$ cat src/rtl/ahb_cmd_arbiter.sv
// Two-requester round-robin command arbiter in front of an AHB master controller.
// Latency: req sampled in IDLE -> gnt next cycle -> start the cycle after (mst_busy=0).
// Backpressure: mst_busy holds the command in ISSUE; a WAIT watchdog aborts after TIMEOUT cycles.
//
// Ports:
//   HCLK, HRESETn                    bus clock, async active-low reset
//   req/wr/burst/len/addr 0 and 1    requester command inputs (req held until gnt)
//   gnt0/gnt1, done0/done1           one-cycle accept / completion pulses per requester
//   start, write, burst, burst_len,  command to the master controller; fields hold
//   haddr                            from grant until the next grant
//   mst_busy, mst_done               master controller status
//   owner                            current or last granted requester
//   timeout_err                      one-cycle pulse on watchdog abort
module ahb_cmd_arbiter #(
  parameter int TIMEOUT = 255
) (
  input  logic        HCLK,
  input  logic        HRESETn,
  input  logic        req0,
  input  logic        wr0,
  input  logic [2:0]  burst0,
  input  logic [3:0]  len0,
  input  logic [31:0] addr0,
  input  logic        req1,
  input  logic        wr1,
  input  logic [2:0]  burst1,
  input  logic [3:0]  len1,
  input  logic [31:0] addr1,
  output logic        gnt0,
  output logic        gnt1,
  output logic        done0,
  output logic        done1,
  output logic        start,
  output logic        write,
  output logic [2:0]  burst,
  output logic [3:0]  burst_len,
  output logic [31:0] haddr,
  input  logic        mst_busy,
  input  logic        mst_done,
  output logic        owner,
  output logic        timeout_err
);

  typedef enum logic [1:0] {IDLE, ISSUE, WAIT} state_t;

  // The watchdog fires on the edge where the counter would reach TIMEOUT,
  // so the abort pulse appears TIMEOUT cycles after WAIT entry.
  localparam logic [7:0] TO_LAST = 8'(TIMEOUT - 1);

  state_t      state_q, state_d;
  logic [7:0]  cnt_q, cnt_d;
  logic        last_q, last_d;
  logic        owner_d, write_d, start_d, tout_d;
  logic        gnt0_d, gnt1_d, done0_d, done1_d;
  logic [2:0]  burst_d;
  logic [3:0]  blen_d;
  logic [31:0] addr_d;
  logic        win;

  always_comb begin
    state_d = state_q;
    cnt_d   = cnt_q;
    last_d  = last_q;
    owner_d = owner;
    write_d = write;
    burst_d = burst;
    blen_d  = burst_len;
    addr_d  = haddr;
    gnt0_d  = 1'b0;
    gnt1_d  = 1'b0;
    start_d = 1'b0;
    done0_d = 1'b0;
    done1_d = 1'b0;
    tout_d  = 1'b0;
    win     = 1'b0;

    case (state_q)
      IDLE: begin
        // Skipping the cycle in which done is still high guarantees at least
        // one quiet cycle between a completion and the next grant.
        if ((req0 || req1) && !(done0 || done1)) begin
          // On a tie the requester that did not win last time goes first.
          win     = (req0 && req1) ? ~last_q : req1;
          last_d  = win;
          owner_d = win;
          gnt0_d  = ~win;
          gnt1_d  = win;
          write_d = win ? wr1 : wr0;
          burst_d = win ? burst1 : burst0;
          addr_d  = win ? addr1 : addr0;
          // SINGLE bursts always carry one beat, whatever len says.
          if ((win ? burst1 : burst0) == 3'b000) blen_d = 4'd1;
          else                                   blen_d = win ? len1 : len0;
          state_d = ISSUE;
        end
      end

      ISSUE: begin
        if (!mst_busy) begin
          start_d = 1'b1;
          cnt_d   = 8'd0;
          state_d = WAIT;
        end
      end

      WAIT: begin
        // mst_done wins over a simultaneous watchdog expiry.
        if (mst_done) begin
          done0_d = ~owner;
          done1_d = owner;
          state_d = IDLE;
        end else if (cnt_q == TO_LAST) begin
          done0_d = ~owner;
          done1_d = owner;
          tout_d  = 1'b1;
          state_d = IDLE;
        end else begin
          cnt_d = cnt_q + 8'd1;
        end
      end

      default: state_d = IDLE;
    endcase
  end

  always_ff @(posedge HCLK or negedge HRESETn) begin
    if (!HRESETn) begin
      state_q     <= IDLE;
      cnt_q       <= 8'd0;
      last_q      <= 1'b1;
      owner       <= 1'b0;
      write       <= 1'b0;
      burst       <= 3'b000;
      burst_len   <= 4'd0;
      haddr       <= 32'd0;
      gnt0        <= 1'b0;
      gnt1        <= 1'b0;
      start       <= 1'b0;
      done0       <= 1'b0;
      done1       <= 1'b0;
      timeout_err <= 1'b0;
    end else begin
      state_q     <= state_d;
      cnt_q       <= cnt_d;
      last_q      <= last_d;
      owner       <= owner_d;
      write       <= write_d;
      burst       <= burst_d;
      burst_len   <= blen_d;
      haddr       <= addr_d;
      gnt0        <= gnt0_d;
      gnt1        <= gnt1_d;
      start       <= start_d;
      done0       <= done0_d;
      done1       <= done1_d;
      timeout_err <= tout_d;
    end
  end

endmodule

$ cat config.mk
export PLATFORM = sky130hd
export DESIGN_NAME = ahb_cmd_arbiter
export DESIGN_NICKNAME = d
export VERILOG_FILES = /design/src/rtl/ahb_cmd_arbiter.sv
export SDC_FILE = /design/constraint.sdc
export NUM_CORES = 1
export LEC_CHECK = 0
export ABC_AREA = 1
export CAP_MARGIN = 0
export CORE_UTILIZATION = 44
export CTS_CLUSTER_SIZE = 20
export DETAILED_ROUTE_END_ITERATION = 8
export PLACE_DENSITY = 0.86
export SLEW_MARGIN = 0
export SYNTH_ARGS = -nofsm -noshare
export SYNTH_HDL_FRONTEND = slang
export SYNTH_SLANG_ARGS = --single-unit
export TNS_END_PERCENT = 30
$ cat constraint.sdc
create_clock -name HCLK -period 3.61 [get_ports HCLK]
set_input_delay 0.361 -clock HCLK [delete_from_list [all_inputs] [get_ports HCLK]]
set_output_delay 0.361 -clock HCLK [all_outputs]
set_load 0.005 [all_outputs]
==> run metrics <==
gpl congestion 0.849; Post-Route WL 7750 um; CTS Sinks 58; cell accounting for the most synthesized area dfrtp_1; Final HPWL DP 5580 um; clock share of power 0.172; pre-CTS setup slack 1340 ps; total power 2.89 mW; Syn Area/Cell 8.25 sq um; WS Path Type primary input to flop; switch share 0.348; yosys warns 0; first-pass GRT wire length 11900 um; Int Power 1.89 mW; vias per cell 4.96; via count 2713; Final setup viols 0; CTS tree yes; RSZ-0062 raised after global routing false; post_cts resized 0; DRC errors left 0; crit-path cells clkdlybuf4s50_1 > nor2_2 > nor2_8 > nand2_8 > nor2_8 > nand2_1 > nand3_1; Post-Syn Instances 338; Inst Count DP 534; fin util 0.707; Worst Hold Class primary input to async pin; Clock transition at path regs 60 ps; power density over cell area 679 nW/um^2; full die area 6660 sq um; post-route ant nets 0; clk buf depth 2; Crit path max-delay family simple AND/OR/NAND/NOR gates; Final WS setup 1650 ps; gr busiest metal met2; GR Layer Usage met3 0.0478; Gate power share 0.452; status finished clean; Post-CTS Setup Repair Bufs 0; Tightest Pin Transition 601 ps; Worst Clk Skew 6.17 ps; sequential share of the synthesized area 0.521; chip width 81.6 um; peak supply drop 0.387 mV; CTS HTree Levels 3; largest net degree at the start of global routing 51; area grow syn2layout 52.6%; fmax 0.510 GHz; Max-slew headroom 0.600; gr usage total 0.237; detailed router's first-iteration violation count 128; top cells by area, synth dfrtp_1, nand2_1, nand3_1, inv_1, buf_6; initial antenna violation count 0; routing usage on met2 0.412; die extent in y 81.6 um; Worst path most repeated cell nor2_8; cell row count 28; Startpoint Class primary input; Mapped Area 2790 sq um; share of cells above drive strength 1 0.0487; Final Cell Area 4260 sq um; FILL cells 474; Psw 1.01 mW; Area after DPL 4100 sq um; max incr delay on CP 590 ps; Port-buffer cells 132; Crit. End Element flop; critical path peak fanout 50; max-cap viol count 0; drt wl/cell 14.2 um; count of final max-slew check failures 0; number of global-route vias before repair 2670; Crit path arrival time 2210 ps; NumNets Final 558; Hold Slack 46.1 ps; total negative slack 0 ps; Final min period 1960 ps; register area 1450 sq um; area of the multi-input gates 1160 sq um; WP buf/inv 1; Core Area 6030 sq um; clk root buf clkbuf_8; syn_nets 426; ant diodes 0; post-synth cell types 25; Crit-path slowest cell clkdlybuf4s50_1; post-synth top area share 0.511; Starting Density 0.463; IO Pins 133; leak pwr 1.99 nW; Layout Cells excl Fill 547; sequential share of power 0.377; hold_buf cts 0; #FFs+latches synth 58; Detailed Routing Iterations Pass 1 4; gr ovfl total 0; cts bufs inserted 9; fin crit share 0.543; met1 Resource Use GR 0.295; worst endpoint required time 3860 ps; Hold Vio Cnt, Final 0; Clk Latency, worst-skew pair 320 ps
## worst register-to-register path, stage by stage, from the launching register on
cell     delay (ps)
dfrtp_1         420
nor2_2          300
nand2_8         260
nor2_8          500
nand2_1         160
nand3_1         110
## flip-flops by register name (all words and copies together), names as in the netlist, 2 cells and up
register / count
state_q: 2
haddr: 32
cnt_q: 8
burst_len: 4
burst: 3
## metal layers
metal | vias up | part of all wire
met2 | 104 | 0.50
met4 | 0 | 0.0076
li1 | 1329 | -
met3 | 6 | 0.074
met1 | 1274 | 0.42
met5 | - | 0
## layout make-up
type | instances | area share
Clock buffer | 13 | 0.0373
Inverter | 19 | 0.0167
Multi-Input combinational cell | 249 | 0.272
Sequential cell | 58 | 0.341
Tap cell | 75 | 0.0220
Timing Repair Buffer | 133 | 0.311
## cells in the final DEF, fill, tap and decap left out, drive strengths merged
master	instances
nor3	1
nand3	51
inv	19
xor2	2
o21bai	1
nor2	17
ha	2
clkdlybuf4s50	131
a21oi	3
xnor2	1
nand3b	5
dfstp	1
nand2	158
nand4	2
dfrtp	57
o21ai	6
buf	2
clkbuf	13
## power by group through the flow
stage / sequential [mW] / combinational, mW / clock, mW
after floorplan: 1.09 / 0.659 / 0
after global placement: 1.09 / 1.27 / 0
after detailed placement: 1.09 / 1.32 / 0
after CTS: 1.09 / 1.32 / 0.509
after global routing: 1.11 / 1.46 / 0.543
final: 1.09 / 1.31 / 0.497
## synth_stat cells (all sizes together)
cell type  count
buf           12
nand4          2
o21bai         1
xor2           2
nand2        158
nand3b         5
o21ai          6
nor3           1
ha             2
dfrtp         57
xnor2          1
nand3         51
a21oi          3
dfstp          1
inv           19
nor2          17
## path summary, 6_finish.rpt
| check | start | to | slack, ps | cells after the start |
|---|---|---|---|---|
| setup / recovery | req1 | haddr[17] | 1650 | 7 |
| min in group HCLK | owner | done0 | 490 | 1 |
| max in group asynchronous | HRESETn | last_q | 2680 | 2 |
| hold reg to reg | owner | done0 | 490 | 1 |
| hold / removal | HRESETn | haddr[31] | 50 | 1 |
| setup reg to reg | state_q[0] | haddr[17] | 1800 | 5 |
## cells by family after synthesis
| logic type | synth area share |
|---|---|
| flip-flops | 0.521 |
| adder cells (fa/ha/maj) | 0.00897 |
| AO/OA/AOI/OAI | 0.0242 |
| buffers and inverters | 0.0641 |
| AND/OR/NAND/NOR | 0.373 |
| XOR/XNOR | 0.00942 |
No activity file was read; power rests on OpenSTA's default activity.
